===== config.mk =====
export PLATFORM = sky130hd
export DESIGN_NAME = hwpe_stream_realign_sequencer
export DESIGN_NICKNAME = d
export VERILOG_FILES = /design/src/rtl/hwpe_stream_package.sv /design/src/rtl/hwpe_stream_realign_strbgen.sv /design/src/rtl/hwpe_stream_realign_sequencer.sv
export SDC_FILE = /design/constraint.sdc
export NUM_CORES = 1
export LEC_CHECK = 0
export CAP_MARGIN = 20
export CORE_ASPECT_RATIO = 1.25
export CORE_MARGIN = 3
export CORE_UTILIZATION = 50
export DETAILED_ROUTE_END_ITERATION = 16
export GPL_ROUTABILITY_DRIVEN = 0
export GPL_TIMING_DRIVEN = 0
export PLACE_DENSITY = 0.73
export SLEW_MARGIN = 20
export SYNTH_ARGS = -nofsm -noshare
export SYNTH_HDL_FRONTEND = slang
export SYNTH_SLANG_ARGS = --single-unit

===== constraint.sdc =====
create_clock -name clk_i -period 11.5 [get_ports clk_i]
set_input_delay 1.725 -clock clk_i [delete_from_list [all_inputs] [get_ports clk_i]]
set_output_delay 1.725 -clock clk_i [all_outputs]
set_load 0.05 [all_outputs]

===== src/rtl/hwpe_stream_package.sv =====
// Shared types for the HWPE stream realignment datapath.
// ctrl_realign_t      : per-word control bundle consumed by the stream realigner.
// ctrl_realign_seq_t  : job configuration bundle of the realign sequencer.
// flags_realign_seq_t : status flags (busy, done) of the realign sequencer.
// realign_seq_state_t : sequencer FSM encoding.
package hwpe_stream_package;

    typedef struct packed {
        logic        enable;
        logic        strb_valid;
        logic        realign;
        logic        first;
        logic        last;
        logic        last_packet;
        logic [15:0] line_length;
    } ctrl_realign_t;

    typedef struct packed {
        logic [31:0] base_addr;
        logic [15:0] line_len;
        logic [31:0] line_stride;
        logic [15:0] n_lines;
    } ctrl_realign_seq_t;

    typedef struct packed {
        logic busy;
        logic done;
    } flags_realign_seq_t;

    typedef enum logic [1:0] {
        SEQ_IDLE = 2'd0,
        SEQ_RUN  = 2'd1,
        SEQ_DONE = 2'd2
    } realign_seq_state_t;

endpackage


===== src/rtl/hwpe_stream_realign_strbgen.sv =====
// Byte-strobe generator for one word of a realigned line.
// off   : byte offset of the line start inside its first word.
// tail  : byte position just past the line end inside its last word (0 = word full).
// first : the word is the first of its line.
// last  : the word is the last of its line.
// strb  : resulting byte strobe (AND of both masks when first and last coincide).
module hwpe_stream_realign_strbgen #(
    parameter int unsigned BE = 4,
    parameter int unsigned LB = 2
) (
    input  logic [LB-1:0] off,
    input  logic [LB-1:0] tail,
    input  logic          first,
    input  logic          last,
    output logic [BE-1:0] strb
);

    logic [BE-1:0] first_mask_s;
    logic [BE-1:0] last_mask_s;

    // Build head/tail masks and combine them according to word position.
    always_comb begin
        first_mask_s = {BE{1'b1}} << off;
        if (tail == {LB{1'b0}}) begin
            last_mask_s = {BE{1'b1}};
        end else begin
            last_mask_s = ~({BE{1'b1}} << tail);
        end
        strb = {BE{1'b1}};
        if (first) begin
            strb = strb & first_mask_s;
        end else begin
            strb = strb;
        end
        if (last) begin
            strb = strb & last_mask_s;
        end else begin
            strb = strb;
        end
    end

endmodule


===== src/rtl/hwpe_stream_realign_sequencer.sv =====
// Address/strobe sequencer for realigned 2D stream jobs.
// A job of n_lines lines, each line_len bytes starting at base_addr with
// line_stride between line starts, is turned into a sequence of word-aligned
// address requests, each with its byte strobe and realigner control flags.
// Ports:
//   clk_i, rst_i (async, active high), clear_i (sync soft clear)
//   enable_i        : forwarded to ctrl_o.enable
//   start_i         : job start pulse, honoured only when idle
//   base_addr_i, line_len_i, line_stride_i, n_lines_i : job configuration
//   addr_o / addr_valid_o / addr_ready_i : word address request handshake
//   ctrl_o, strb_o  : control flags and strobe of the word on addr_o
//   busy_o, done_o  : job active / one-cycle completion pulse
module hwpe_stream_realign_sequencer
    import hwpe_stream_package::*;
#(
    parameter int unsigned DATA_WIDTH = 32,
    parameter int unsigned ADDR_WIDTH = 32
) (
    input  logic                    clk_i,
    input  logic                    rst_i,
    input  logic                    clear_i,
    input  logic                    enable_i,
    input  logic                    start_i,
    input  logic [ADDR_WIDTH-1:0]   base_addr_i,
    input  logic [15:0]             line_len_i,
    input  logic [ADDR_WIDTH-1:0]   line_stride_i,
    input  logic [15:0]             n_lines_i,
    output logic [ADDR_WIDTH-1:0]   addr_o,
    output logic                    addr_valid_o,
    input  logic                    addr_ready_i,
    output ctrl_realign_t           ctrl_o,
    output logic [DATA_WIDTH/8-1:0] strb_o,
    output logic                    busy_o,
    output logic                    done_o
);

    localparam int unsigned BE = DATA_WIDTH / 8;
    localparam int unsigned LB = $clog2(BE);
    localparam logic [ADDR_WIDTH-1:0] ALIGN_MASK = {{(ADDR_WIDTH-LB){1'b1}}, {LB{1'b0}}};

    realign_seq_state_t state_r;
    flags_realign_seq_t flags_r;

    // latched job configuration
    logic [LB-1:0]         off_r;
    logic [LB-1:0]         tail_r;
    logic [16:0]           words_r;
    logic [15:0]           n_lines_r;
    logic [ADDR_WIDTH-1:0] stride_r;

    // walk state
    logic [16:0]           k_r;
    logic [15:0]           j_r;
    logic [ADDR_WIDTH-1:0] line_addr_r;

    // registered outputs
    logic [ADDR_WIDTH-1:0] addr_r;
    logic                  valid_r;
    logic [BE-1:0]         strb_r;
    logic                  first_r;
    logic                  last_r;
    logic                  last_packet_r;
    logic                  realign_r;
    logic [15:0]           line_length_r;

    // configuration derived straight from the inputs (used at start)
    logic [LB-1:0]         in_off_s;
    logic [17:0]           in_sum_s;
    logic [16:0]           in_words_s;
    logic [LB-1:0]         in_tail_s;
    logic                  in_empty_s;
    logic                  in_realign_s;
    logic [ADDR_WIDTH-1:0] in_base_s;

    // next-word walk values (used on a handshake in RUN)
    logic [16:0]           nxt_k_s;
    logic [15:0]           nxt_j_s;
    logic                  nxt_first_s;
    logic                  nxt_last_s;
    logic                  nxt_last_packet_s;
    logic [ADDR_WIDTH-1:0] nxt_line_addr_s;
    logic [ADDR_WIDTH-1:0] nxt_addr_s;

    // strobe generator operands
    logic [LB-1:0]         sg_off_s;
    logic [LB-1:0]         sg_tail_s;
    logic                  sg_first_s;
    logic                  sg_last_s;
    logic [BE-1:0]         sg_strb_s;

    // Derive word count, head offset and tail position of a new job.
    always_comb begin
        in_off_s     = base_addr_i[LB-1:0];
        in_sum_s     = 18'(in_off_s) + 18'(line_len_i);
        in_words_s   = 17'((in_sum_s + 18'(BE - 1)) >> LB);
        in_tail_s    = in_sum_s[LB-1:0];
        in_empty_s   = (line_len_i == 16'd0) || (n_lines_i == 16'd0);
        in_realign_s = (in_off_s != {LB{1'b0}});
        in_base_s    = base_addr_i & ALIGN_MASK;
    end

    // Compute the position, address and flags of the word after the current one.
    always_comb begin
        if (last_r) begin
            nxt_k_s         = 17'd0;
            nxt_j_s         = j_r + 16'd1;
            nxt_line_addr_s = line_addr_r + stride_r;
            nxt_addr_s      = line_addr_r + stride_r;
        end else begin
            nxt_k_s         = k_r + 17'd1;
            nxt_j_s         = j_r;
            nxt_line_addr_s = line_addr_r;
            nxt_addr_s      = addr_r + ADDR_WIDTH'(BE);
        end
        nxt_first_s       = (nxt_k_s == 17'd0);
        nxt_last_s        = (nxt_k_s == words_r - 17'd1);
        nxt_last_packet_s = nxt_last_s && (nxt_j_s == n_lines_r - 16'd1);
    end

    // Select strobe operands: fresh config when idle, latched config while running.
    always_comb begin
        if (state_r == SEQ_IDLE) begin
            sg_off_s   = in_off_s;
            sg_tail_s  = in_tail_s;
            sg_first_s = 1'b1;
            sg_last_s  = (in_words_s == 17'd1);
        end else begin
            sg_off_s   = off_r;
            sg_tail_s  = tail_r;
            sg_first_s = nxt_first_s;
            sg_last_s  = nxt_last_s;
        end
    end

    hwpe_stream_realign_strbgen #(
        .BE (BE),
        .LB (LB)
    ) i_strbgen (
        .off   (sg_off_s),
        .tail  (sg_tail_s),
        .first (sg_first_s),
        .last  (sg_last_s),
        .strb  (sg_strb_s)
    );

    // Sequencer FSM with all registered outputs.
    always_ff @(posedge clk_i or posedge rst_i) begin
        if (rst_i) begin
            state_r       <= SEQ_IDLE;
            flags_r       <= '{busy: 1'b0, done: 1'b0};
            off_r         <= {LB{1'b0}};
            tail_r        <= {LB{1'b0}};
            words_r       <= 17'd0;
            n_lines_r     <= 16'd0;
            stride_r      <= {ADDR_WIDTH{1'b0}};
            k_r           <= 17'd0;
            j_r           <= 16'd0;
            line_addr_r   <= {ADDR_WIDTH{1'b0}};
            addr_r        <= {ADDR_WIDTH{1'b0}};
            valid_r       <= 1'b0;
            strb_r        <= {BE{1'b1}};
            first_r       <= 1'b0;
            last_r        <= 1'b0;
            last_packet_r <= 1'b0;
            realign_r     <= 1'b0;
            line_length_r <= 16'd0;
        end else if (clear_i) begin
            state_r       <= SEQ_IDLE;
            flags_r       <= '{busy: 1'b0, done: 1'b0};
            k_r           <= 17'd0;
            j_r           <= 16'd0;
            valid_r       <= 1'b0;
            first_r       <= 1'b0;
            last_r        <= 1'b0;
            last_packet_r <= 1'b0;
        end else begin
            case (state_r)
                SEQ_IDLE: begin
                    flags_r.done <= 1'b0;
                    if (start_i) begin
                        state_r       <= SEQ_RUN;
                        flags_r.busy  <= 1'b1;
                        off_r         <= in_off_s;
                        tail_r        <= in_tail_s;
                        words_r       <= in_words_s;
                        n_lines_r     <= n_lines_i;
                        stride_r      <= line_stride_i & ALIGN_MASK;
                        k_r           <= 17'd0;
                        j_r           <= 16'd0;
                        line_addr_r   <= in_base_s;
                        addr_r        <= in_base_s;
                        // An empty job spends its RUN cycle without a request.
                        valid_r       <= !in_empty_s;
                        strb_r        <= sg_strb_s;
                        first_r       <= 1'b1;
                        last_r        <= (in_words_s == 17'd1);
                        last_packet_r <= (in_words_s == 17'd1) && (n_lines_i == 16'd1);
                        realign_r     <= in_realign_s;
                        line_length_r <= 16'(in_words_s - 17'(in_realign_s));
                    end else begin
                        flags_r.busy  <= 1'b0;
                        valid_r       <= 1'b0;
                    end
                end
                SEQ_RUN: begin
                    if (!valid_r) begin
                        state_r      <= SEQ_DONE;
                        flags_r.done <= 1'b1;
                    end else if (addr_ready_i) begin
                        if (last_packet_r) begin
                            state_r      <= SEQ_DONE;
                            flags_r.done <= 1'b1;
                            valid_r      <= 1'b0;
                        end else begin
                            k_r           <= nxt_k_s;
                            j_r           <= nxt_j_s;
                            line_addr_r   <= nxt_line_addr_s;
                            addr_r        <= nxt_addr_s;
                            strb_r        <= sg_strb_s;
                            first_r       <= nxt_first_s;
                            last_r        <= nxt_last_s;
                            last_packet_r <= nxt_last_packet_s;
                        end
                    end else begin
                        state_r <= SEQ_RUN;
                    end
                end
                SEQ_DONE: begin
                    state_r <= SEQ_IDLE;
                    flags_r <= '{busy: 1'b0, done: 1'b0};
                end
                default: begin
                    state_r <= SEQ_IDLE;
                    flags_r <= '{busy: 1'b0, done: 1'b0};
                    valid_r <= 1'b0;
                end
            endcase
        end
    end

    // Drive outputs; enable and strb_valid are the only combinational fields.
    always_comb begin
        addr_o             = addr_r;
        addr_valid_o       = valid_r;
        strb_o             = strb_r;
        busy_o             = flags_r.busy;
        done_o             = flags_r.done;
        ctrl_o.enable      = enable_i;
        ctrl_o.strb_valid  = valid_r & (first_r | last_r);
        ctrl_o.realign     = realign_r;
        ctrl_o.first       = first_r;
        ctrl_o.last        = last_r;
        ctrl_o.last_packet = last_packet_r;
        ctrl_o.line_length = line_length_r;
    end

endmodule


### Yosys cells after proc, flatten, opt, wreduce, memory -nomap -nowiden

Index checks and enable logic that the tools add are counted.

* register bits: 192
* input bits: 102
* word-level logic and storage cells: 148
* output and inout bits: 61

* bitwise gates (word level): 5
* shift-type cells: 2
* muxes and demuxes: 74
* equality and inequality tests: 20
* reductions and logical operators: 19
* $add $sub $neg: 9

Operator list (count)
* two-way mux 32 bit: 9
* case mux 32 bit (2 select lines): 2
* two-way mux 17 bit: 6
* two-way mux 16 bit: 6
* case mux 17 bit (2 select lines): 1
* adder 32 x 3 -> 32 bit (second input constant): 1
* adder 32 bit: 1
* equality test 16 x 1 -> 1 bit (second input constant): 2
* logical NOT 16 bit: 2
* case mux 16 bit (2 select lines): 1
* two-way mux 4 bit: 7
* two-way mux 1 bit: 27
* adder 17 x 2 -> 18 bit (second input constant): 1
* adder 17 x 1 -> 17 bit (second input constant): 1
* adder 2 x 16 -> 17 bit: 1
* equality test 17 bit: 1
* logical NOT 17 bit: 1
* subtractor 16 x 1 -> 17 bit (second input constant): 1
* adder 16 x 1 -> 16 bit (second input constant): 1
* equality test 16 bit: 1
* two-way mux 2 bit: 8
* subtractor 16 x 1 -> 16 bit: 1
* subtractor 16 x 1 -> 16 bit (second input constant): 1
* != test 2 bit (second input constant): 7
* other kinds (27): 39

### Longest topological paths before layout

Gate-level depths: netlist (run 1).

* depth in word-level cells: 11
* depth in mapped cells: 12
* mapped depth without buffers: 12

### By module

A second synthesis (run 1) with hierarchy kept.

* cells, all modules: 1585
* area, all modules: 12772.2 µm²

Modules (own cells, without submodules)
* hwpe_stream_realign_sequencer: cells an instance 1577, seq. area each 4734.5 µm², area each 12712.2 µm², instances 1
* hwpe_stream_realign_strbgen: cells an instance 8, seq. area each 0.0 µm², area each 60.1 µm², instances 1

### Worst setup path after synthesis (run 1)

Ideal clock, no wire load.

* path type: input -> register
* from: input port base_addr_i[0]
* to: register line_length_r[13]
* slack: 6672 ps
* data arrival time: 4703 ps
* setup time: 125 ps
* required time: 11375 ps
* path buffers: 0
* stages on the path: 11
* cell sequence: ha_1 fa_1 xor2_1 o21ai_2 nor3_4 nand4_1 or4_4 xor2_1 a2111oi_4 xnor2_1 mux2_2

* longest elaborated chain between the ends: 3
* elaborated cells between the ends (all ways): 4
* those cells by class: add/sub (3); reduce/logical (1)

Ends and longest elaborated chain
* start, declared: RTL line hwpe_stream_realign_sequencer.sv:24 `input logic [ADDR_WIDTH-1:0] base_addr_i,`
* adder 2 x 16 -> 17 bit: RTL line hwpe_stream_realign_sequencer.sv:94 `in_sum_s = 18'(in_off_s) + 18'(line_len_i);`
* adder 17 x 2 -> 18 bit: RTL line hwpe_stream_realign_sequencer.sv:95 `in_words_s = 17'((in_sum_s + 18'(BE - 1)) >> LB);`
* subtractor 16 x 1 -> 16 bit *: RTL line hwpe_stream_realign_sequencer.sv:199 `line_length_r <= 16'(in_words_s - 17'(in_realign_s));`
* end signal, assigned: RTL line hwpe_stream_realign_sequencer.sv:199
* end, declared: RTL line hwpe_stream_realign_sequencer.sv:64 `logic [15:0] line_length_r;`

Mark *: on every way between the ends. The rest lies on a longest branch, timed or not.
A chain may end at the register's enable or synchronous reset.

==> results of run 1 <==
area by class of cell:
cell class,instances,area [um^2]
inverter,32,127.6
multi-input combinational,1288,7762
clock buffer,19,452.9
fill,2346,9786
clock inverter,13,152.6
buffer,85,362.8
tap,335,419.2
sequential,189,4735
timing repair buffer,154,1577
sequential cells by signal, indices dropped and copies added (netlist names):
register and count:
first_r 1, state_r 2, k_r 17, line_length_r 16, j_r 16, words_r 16
n_lines_r 16, off_r 2, addr_o 31, tail_r 2, last_packet_r 1, strb_o 4
done_o 1, last_r 1, realign_r 1, busy_o 1, stride_r 30, line_addr_r 30
addr_valid_o 1
cells in the final DEF (no fill, tap or decap), types with 5 or more instances in the layout:
cell type                         instances
sky130_fd_sc_hd__a211oi_1                15
sky130_fd_sc_hd__a21o_1                  11
sky130_fd_sc_hd__a21oi_1                 74
sky130_fd_sc_hd__a22o_1                   8
sky130_fd_sc_hd__a31oi_1                 20
sky130_fd_sc_hd__and2_1                  13
sky130_fd_sc_hd__and3_1                  20
sky130_fd_sc_hd__and4_1                  10
sky130_fd_sc_hd__buf_4                    7
sky130_fd_sc_hd__clkbuf_1                70
sky130_fd_sc_hd__clkbuf_16               17
sky130_fd_sc_hd__clkdlybuf4s50_1        152
sky130_fd_sc_hd__dfrtp_1                185
sky130_fd_sc_hd__ha_1                    40
sky130_fd_sc_hd__inv_1                   31
sky130_fd_sc_hd__inv_6                    5
sky130_fd_sc_hd__mux2_2                   8
sky130_fd_sc_hd__mux2i_1                  9
sky130_fd_sc_hd__nand2_1                324
sky130_fd_sc_hd__nand2b_1                11
sky130_fd_sc_hd__nand3_1                 47
sky130_fd_sc_hd__nand3b_1                 6
sky130_fd_sc_hd__nand4_1                 24
sky130_fd_sc_hd__nor2_1                 108
sky130_fd_sc_hd__nor2b_1                 16
sky130_fd_sc_hd__nor3_1                  36
sky130_fd_sc_hd__nor4_1                  29
sky130_fd_sc_hd__nor4b_1                  5
sky130_fd_sc_hd__o211ai_1                16
sky130_fd_sc_hd__o21a_1                  23
sky130_fd_sc_hd__o21ai_0                144
sky130_fd_sc_hd__o221ai_1                 6
sky130_fd_sc_hd__o31ai_1                 15
sky130_fd_sc_hd__or2_2                   10
sky130_fd_sc_hd__or3_1                   14
sky130_fd_sc_hd__or4_1                   12
sky130_fd_sc_hd__xnor2_1                 96
sky130_fd_sc_hd__xor2_1                  52
Yosys cell counts, types with 3 or more instances:
library cell	instances
sky130_fd_sc_hd__mux2i_1	9
sky130_fd_sc_hd__xor2_1	52
sky130_fd_sc_hd__and4_1	10
sky130_fd_sc_hd__buf_4	7
sky130_fd_sc_hd__a31oi_1	20
sky130_fd_sc_hd__xnor2_1	96
sky130_fd_sc_hd__nor4_1	29
sky130_fd_sc_hd__nand3b_1	6
sky130_fd_sc_hd__o41ai_1	4
sky130_fd_sc_hd__dfstp_2	4
sky130_fd_sc_hd__nor2_1	108
sky130_fd_sc_hd__a211oi_1	15
sky130_fd_sc_hd__nor2b_1	16
sky130_fd_sc_hd__o31ai_1	15
sky130_fd_sc_hd__or2_2	10
sky130_fd_sc_hd__and2_1	13
sky130_fd_sc_hd__o221ai_1	6
sky130_fd_sc_hd__or4_1	12
sky130_fd_sc_hd__o31a_1	3
sky130_fd_sc_hd__inv_1	32
sky130_fd_sc_hd__dfrtp_1	185
sky130_fd_sc_hd__buf_1	4
sky130_fd_sc_hd__nand4_1	24
sky130_fd_sc_hd__nand2_1	324
sky130_fd_sc_hd__o21bai_1	3
sky130_fd_sc_hd__a22o_1	8
sky130_fd_sc_hd__mux2_2	8
sky130_fd_sc_hd__nor3_1	36
sky130_fd_sc_hd__a21o_1	11
sky130_fd_sc_hd__a221oi_1	3
sky130_fd_sc_hd__nor4b_1	5
sky130_fd_sc_hd__and3_1	20
sky130_fd_sc_hd__or3_1	14
sky130_fd_sc_hd__nand2b_1	11
sky130_fd_sc_hd__o22ai_1	3
sky130_fd_sc_hd__clkbuf_1	70
sky130_fd_sc_hd__ha_1	40
sky130_fd_sc_hd__a21oi_1	74
sky130_fd_sc_hd__o21a_1	23
sky130_fd_sc_hd__o211ai_1	16
sky130_fd_sc_hd__o21ai_0	144
sky130_fd_sc_hd__nand3_1	47
sky130_fd_sc_hd__o22a_1	4
cell families (layout without fill, tap and decap cells):
logic type	Yosys count	in the layout	synth area share
AOI/OAI and AO/OA	381	381	0.1847
xor gates and xnor gates	149	149	0.1011
adders and majority gates	42	42	0.04164
buffers and inverters	117	303	0.03721
DFF	189	189	0.3648
muxes	17	17	0.01388
and+or+nand+nor	699	699	0.2567
per-stage QoR:
stage               instance area [um^2]  setup WS [ps]  utilization  hold slack, ps  std cells
global route                       15590           5127       0.6143           505.8       2115
global placement                   14920           1884       0.5880           456.9       2081
detailed placement                 14980           5722       0.5905           459.1       2083
CTS                                15590           5291       0.6143           478.5       2115
finish                             15590           5233       0.6143           473.4       2115
floorplan                          12980           4639            -           441.9       1594
worst min-delay path: cells and delay by family, from the launching register on:
family	cells	cell delay [ps]
flip-flops	1	340
AND/OR/NAND/NOR	2	100
routing by layer:
layer  global-route usage  routed length, um
met2               0.4719              18970
met3              0.05574               3010
met1               0.3892              17350
met4               0.1435               1930
met5                    0                 13
worst paths after layout:
| path | to | slack, ps | depth (start not counted) |
|---|---|---|---|
| min | tail_r[0] | 470 | 2 |
| max in group asynchronous | line_length_r[0] | 8730 | 4 |
| min reg2reg | tail_r[0] | 470 | 2 |
| max reg2reg | first_r | 7580 | 9 |
| max | ctrl_o[20] | 5230 | 7 |
| min in group asynchronous | n_lines_r[11] | 1690 | 2 |
power by group through the flow:
stage / combinational [uW] / clock, uW / sequential, uW
after floorplan: 669 / 0 / 1040
after global routing: 1250 / 658 / 939
after CTS: 1130 / 634 / 920
after global placement: 1100 / 0 / 929
final: 1140 / 633 / 924
after detailed placement: 1120 / 0 / 931
==> results by stage, run 1 <==
Run status:
- The run finished with clean final reports.

Power:
- The power density relative to cell area is about 170 nW/um^2.
- The fraction of power consumed by combinational cells is 0.424.
- The total chip power is 2701 uW.
- The switching share of power is 0.4165.
- Summed over all cells, the static leakage comes to between 0.006 and 0.007 uW.
- The internal power is about 1600 uW.
- The highest ir drop seen on vdd is 0.1015 mV.
- The share of total power dissipated in sequential elements is 0.342.
- The switching power is approximately 1100 uW.
- The share of total power dissipated in the clock network is 0.234.

Clock network:
- TritonCTS created 17 clock buffers.
- At the later pin of the worst-skew pair, clock insertion delay measures around 450 ps.
- After clock tree synthesis, the setup repair step added 0 buffers.
- In this run, post-CTS hold repair placed 0 buffers.
- The clock tree root driver cell is sky130_fd_sc_hd__clkbuf_16.
- The TritonCTS sink count is 189.
- The clock tree from TritonCTS is done.
- The post-CTS clock slew at the launch and capture registers of the worst setup and hold paths is roughly 80 ps.
- Counting along the longest clock path gives a buffer depth of 2.
- The post-CTS resize count is 0.
- CTS built an H-tree with a depth of 4.

Placement:
- Buffers placed on the I/O ports in this run total 152.
- The half-perimeter wire length after detailed placement is 30970 um.

Timing:
- The setup violation total in the final timing report is 0.
- The count of final hold-check violations is 0.
- Setup repair after global routing left no endpoint under its margin.
- The final cycle utilization of the critical path is 0.5450.
- Measured against its own limit, the worst slew margin works out to 0.3427.
- The post-route clock skew is 11.82 ps.
- The actual slew at the worst max-slew pin is about 1000 ps.
- Derived from the worst setup path, the maximum achievable clock frequency is between 0.15 and 0.2 GHz.
- The smallest clock period supported by the final layout is computed as between 6000 and 7000 ps.
- The count of pins over their slew limit is 0.
- The accumulated negative setup slack is 0 ps.

Setup path:
- The critical path goes through clkbuf_1 > clkbuf_1 > buf_1 > buf_1 > clkbuf_1 > o21a_1 > clkdlybuf4s50_1.
- The worst setup path is captured at a primary output.
- The standard cell with the maximum stage delay on the critical path is sky130_fd_sc_hd__clkdlybuf4s50_1.
- The worst reg2reg path startpoint is last_r.
- The number of buffers and inverters on the critical path is 6.
- Among cell families on the critical path, the largest total delay comes from buffers and inverters.
- The critical path starts at last_r.
- The critical-path maximum fanout is 10.
- STA puts the critical path data required time at 9780 ps.
- Among the stages of the critical path, the cell type that occurs most often is sky130_fd_sc_hd__clkbuf_1.
- The largest single stage delay on the critical path is 800 ps.
- Data arrives at the worst endpoint at roughly 4500 ps.
- The category of the worst setup path launch point is a flop.
- The critical path class is reg -> out.

Floorplanning:
- The area of the core region is ~25000 um^2.
- During I/O placement, the number of pins put on the boundary was about 160.
- The starting utilization of the core area is 0.5115.
- After floorplanning, the core was divided into 65 placement rows.
- The height of the die is between 150 and 200 um.
- The overall die area is 27940 um^2.
- In this run the horizontal extent of the chip is around 150 um.

Logic synthesis:
- Of the post-synthesis cell area, the dominant cell type holds 0.3567.
- Of all flip-flops after synthesis, the portion carrying an async set or reset was 1.000.
- During synthesis, Yosys emitted a total of 0 warnings.
- The count of mapped cells out of synthesis is between 1.5k and 2k.
- The per-instance average area after synthesis is 8.143 um^2.
- After synthesis, the cell types taking the most area are sky130_fd_sc_hd__dfrtp_1, sky130_fd_sc_hd__nand2_1, sky130_fd_sc_hd__xnor2_1, sky130_fd_sc_hd__o21ai_0, sky130_fd_sc_hd__ha_1.
- The post-synthesis sequential element count is 189.
- The net count after synthesis is 1738.
- The mapped netlist covers 12980 um^2.
- In the synthesized netlist the dominant register cell turns out to be sky130_fd_sc_hd__dfrtp_1.
- The synthesized netlist contains 81 unique library cells.
- The synthesized design spends more area on one cell type than any other, namely sky130_fd_sc_hd__dfrtp_1.
- The sequential share of the synthesized area is 0.3648.
- Yosys mapped a number of flops with a built-in enable equal to 0.

Route:
- The length of the first detailed-routing pass in iterations is 5.
- In the routed design, unresolved DRC markers number 0.
- The final layout contains routed wiring with a total length of 41280 um.
- After detailed routing, the average wire length per cell comes to between 15 and 20 um.
- The total vias in the final route is 12.70k.
- The number of nets still failing antenna checks after routing is 0.
- In the routed layout, each cell is associated on average with a via count of about 6.
- The first routing iteration left 1014 violations.

Global routing:
- The number of antenna violations at the first check in global routing is 1.
- The global-route wire length before repair is between 60000 and 70000 um.
- The global router's overall resource usage is 0.2956.
- The final global-route overflow total is 0.
- The via count of the first global-routing pass came to 12.30k.
- The largest net degree at the start of global routing is 80.

Cells and area:
- The net count of the finished layout is 1911.
- In the final layout, the share of cells above drive strength 1 is 0.04831.
- The antenna cell count is 0.
- The layout-stage area growth over the synthesis result is 20.10%.

Hold path:
- The origin of the worst min-delay path is tail_r[0].
- The worst hold path belongs to the class reg -> reg.

Job:
- The max-capacitance violation count is 0.
No activity file was read; power rests on OpenSTA's default activity.
==> run 2, diff against run 1 <==
Clock period 11.5 ns to 6.1 ns, I/O delays scaled along.
==> results of run 2 <==
The final DEF is identical to that of run 1. Status: complete, no violations.
Among the figures that moved: setup slack after placement 5722 ps -> 1132 ps; setup slack after layout 5233 ps -> 642.8 ps; register-to-register setup slack 7580 ps -> 2180 ps; total power 2701 uW -> 5091 uW; worst IR drop on VDD 0.1015 mV -> 0.1913 mV
==> run 3, diff against run 2 <==
Settings changed: SETUP_SLACK_MARGIN from default to 0.05.
==> run 3 against run 2 <==
Cell area is 0.51% higher. Cell count rose by 0.19%. Sequential share of layout area fell by 0.16 points. Total power grew 0.43%. Utilization is 0.32 points higher.
==> results by stage, run 3 (synthesis gave the netlist of run 1 again) <==
Global routing:
- The final global-route overflow total is 0 (unchanged).
- The largest net degree at the start of global routing is 33 (-59%).
- The via count of the first global-routing pass was 12.10k (-1.6%).
- The number of antenna violations at the first check in global routing is 0 (-1).
- The global-route wire length before repair came to 64730 um (-0.31%).
- The global router's overall resource usage was 0.2951 (-0.0005337).

Timing:
- The actual slew at the worst max-slew pin came to 972.8 ps (-4.091 ps).
- The accumulated negative setup slack is 0 ps (unchanged).
- The worst slew margin relative to its limit came to 0.3455 (+0.002752).
- Setup repair after global routing left no endpoint under its margin.
- The setup violation total in the final timing report is 0 (unchanged).
- The clock period minus final worst setup slack is 5485 ps.
- The count of pins over their slew limit was 0 (unchanged).
- The count of final hold-check violations came to 0 (unchanged).
- For this run, the top clock speed supported by timing is about 0.18 GHz.
- The post-route clock skew is 11.27 ps (-0.5565 ps).
- Of the available clock period, the critical path in the final layout requires 0.8992.

Floorplanning:
- The count of pins on the block boundary was 163 (unchanged).
- The overall die area is 27940 um^2 (unchanged).
- The die boundary width is 150.1 um (unchanged).
- The height of the die was 186.1 um (unchanged).
- The area of the core region is 25370 um^2 (unchanged).
- The floorplan row count is 65 (unchanged).
- The starting utilization of the core area was 0.5115 (unchanged).

Setup path:
- The worst stage delay on the critical path was 790 ps (about the same).
- The worst setup path is of the reg -> out kind.
- The total buffers and inverters traversed by the critical path was 6 (unchanged).
- The kind of end point of the critical path is a primary output.
- The critical-path maximum fanout was 10 (unchanged).
- The data arrival time of the critical path is 4570 ps (+30 ps).
- By instance count, the cell type seen most on the critical path is sky130_fd_sc_hd__clkbuf_1.
- The standard cell with the maximum stage delay on the critical path is sky130_fd_sc_hd__clkdlybuf4s50_1.
- The setup slack on the worst flop-to-flop path is 2120 ps.
- Walking the worst path, the cells encountered are clkbuf_1 > clkbuf_1 > buf_1 > buf_1 > clkbuf_1 > o21a_1 > clkdlybuf4s50_1.
- The worst setup path is launched from a flop.
- At the worst endpoint, the required time is 5180 ps.
- The cell family contributing the most delay on the critical path is buffers and inverters.

Clock network:
- The clock latency on the worst-skew pair was 450 ps (about the same).
- The post-CTS setup buffer count is 0 (unchanged).
- The H-tree depth is 4 (unchanged).
- The number of buffers on the longest clock path is 2 (unchanged).
- The hold buffer count at CTS is 0 (unchanged).
- The post-CTS clock slew at the launch and capture registers of the worst setup and hold paths came to 70 ps (about the same).
- Clock tree synthesis selected as its root buffer the cell sky130_fd_sc_hd__clkbuf_16.
- The total clock buffers created by CTS is 17 (unchanged).
- The TritonCTS sink count is 189 (unchanged).
- The post-CTS resize count is 0 (unchanged).
- TritonCTS built the clock tree.

Route:
- The mean routed wirelength per cell was 19.47 um (-0.25%).
- The DRC violation count after routing came to 0 (unchanged).
- The total vias in the final route is 12.71k (+0.10%).
- The first-iteration detailed-routing DRC count is 1080 (+6.5%).
- The number of vias per cell after detailed routing is 5.998 (about the same).
- The post-detailed-routing wire length is 41250 um (about the same).
- The number of nets still failing antenna checks after routing was 0 (unchanged).
- The length of the first detailed-routing pass in iterations came to 6 (+1).

Cells and area:
- In the layout the commonest cells are sky130_fd_sc_hd__nand2_1, sky130_fd_sc_hd__dfrtp_1, sky130_fd_sc_hd__clkdlybuf4s50_1.
- The area growth from synthesis to layout is 20.72%.
- The final layout net count is 1915 (+0.21%).
- The most common cell after layout, fill and taps aside is sky130_fd_sc_hd__nand2_1.
- The filler-free cell count of the finished design was 2119 (+0.19%).
- The antenna cell count is 0 (unchanged).
- The proportion of layout cells with a drive suffix above 1 is 0.05045 (+0.002134).
- The flip-flop count of the largest register, all copies and words added is 31 (unchanged).

Placement:
- The number of cells in the design after placement is 2087 (+0.19%).
- The number of buffer cells added on primary ports is 152 (unchanged).
- The half-perimeter wire length after detailed placement is 31410 um (+1.4%).

Power:
- The highest ir drop seen on vdd is 0.1851 mV.
- In this run the power density over the cells is 326.3 nW/um^2.
- The static leakage power is 0.006501 uW (+0.54%).

Run status:
- The run finished with clean final reports.

Hold path:
- The tightest min-delay check is of the reg -> reg type.

Job:
- The max-capacitance violation count is 0 (unchanged).
run 3: worst min-delay path, cell delays in order (launching register included):
cell and delay (ps):
sky130_fd_sc_hd__dfrtp_1 340, sky130_fd_sc_hd__nand2_1 40, sky130_fd_sc_hd__o21ai_0 60
run 3: where the power goes:
group          switching, uW  total (uW)  internal [uW]  leakage [uW]
clock network            544        1210            662      0.000309
logic                   1320        2170            847       0.00385
registers                252        1740           1490       0.00234
total                   2110        5110           3000       0.00650
run 3: layout make-up:
cell class | instances | area (um^2)
Buffer | 85 | 362.8
Clock buffer | 17 | 425.4
Clock inverter | 15 | 198.9
Fill cell | 2317 | 9706
Inverter | 32 | 123.9
Multi-Input combinational cell | 1288 | 7762
Sequential cell | 189 | 4735
Tap cell | 335 | 419.2
Timing Repair Buffer | 158 | 1642
run 3: per-stage QoR:
step                      setup slack [ps]    util  power (uW)  cell area, um^2  hold WS (ps)
after CTS                            742.6  0.6175        5099            15670         482.6
after global routing                 609.4  0.6175        5415            15670         517.5
after detailed placement              1180  0.5929        3881            15040         463.2
after global placement                1135  0.5882        3822            14920         456.8
final                                615.1  0.6175        5113            15670         481.8
after floorplan                       2082       -        3229            12980         441.9
run 3: metal layers:
layer | vias up | global-route usage | wire, um
li1 | 6001 | - | -
met1 | 6037 | 0.3846 | 16880
met2 | 572 | 0.4876 | 19700
met3 | 99 | 0.05599 | 3191
met4 | 0 | 0.1186 | 1478
met5 | - | 0 | 0
run 3: final timing paths:
path / start / end / depth (start not counted)
min in group asynchronous: rst_i / addr_o[30] / 2
min reg2reg: line_length_r[9] / line_length_r[9] / 2
max in group asynchronous: rst_i / line_length_r[13] / 5
max reg2reg: last_r / first_r / 9
min: line_length_r[9] / line_length_r[9] / 2
max: last_r / ctrl_o[20] / 7
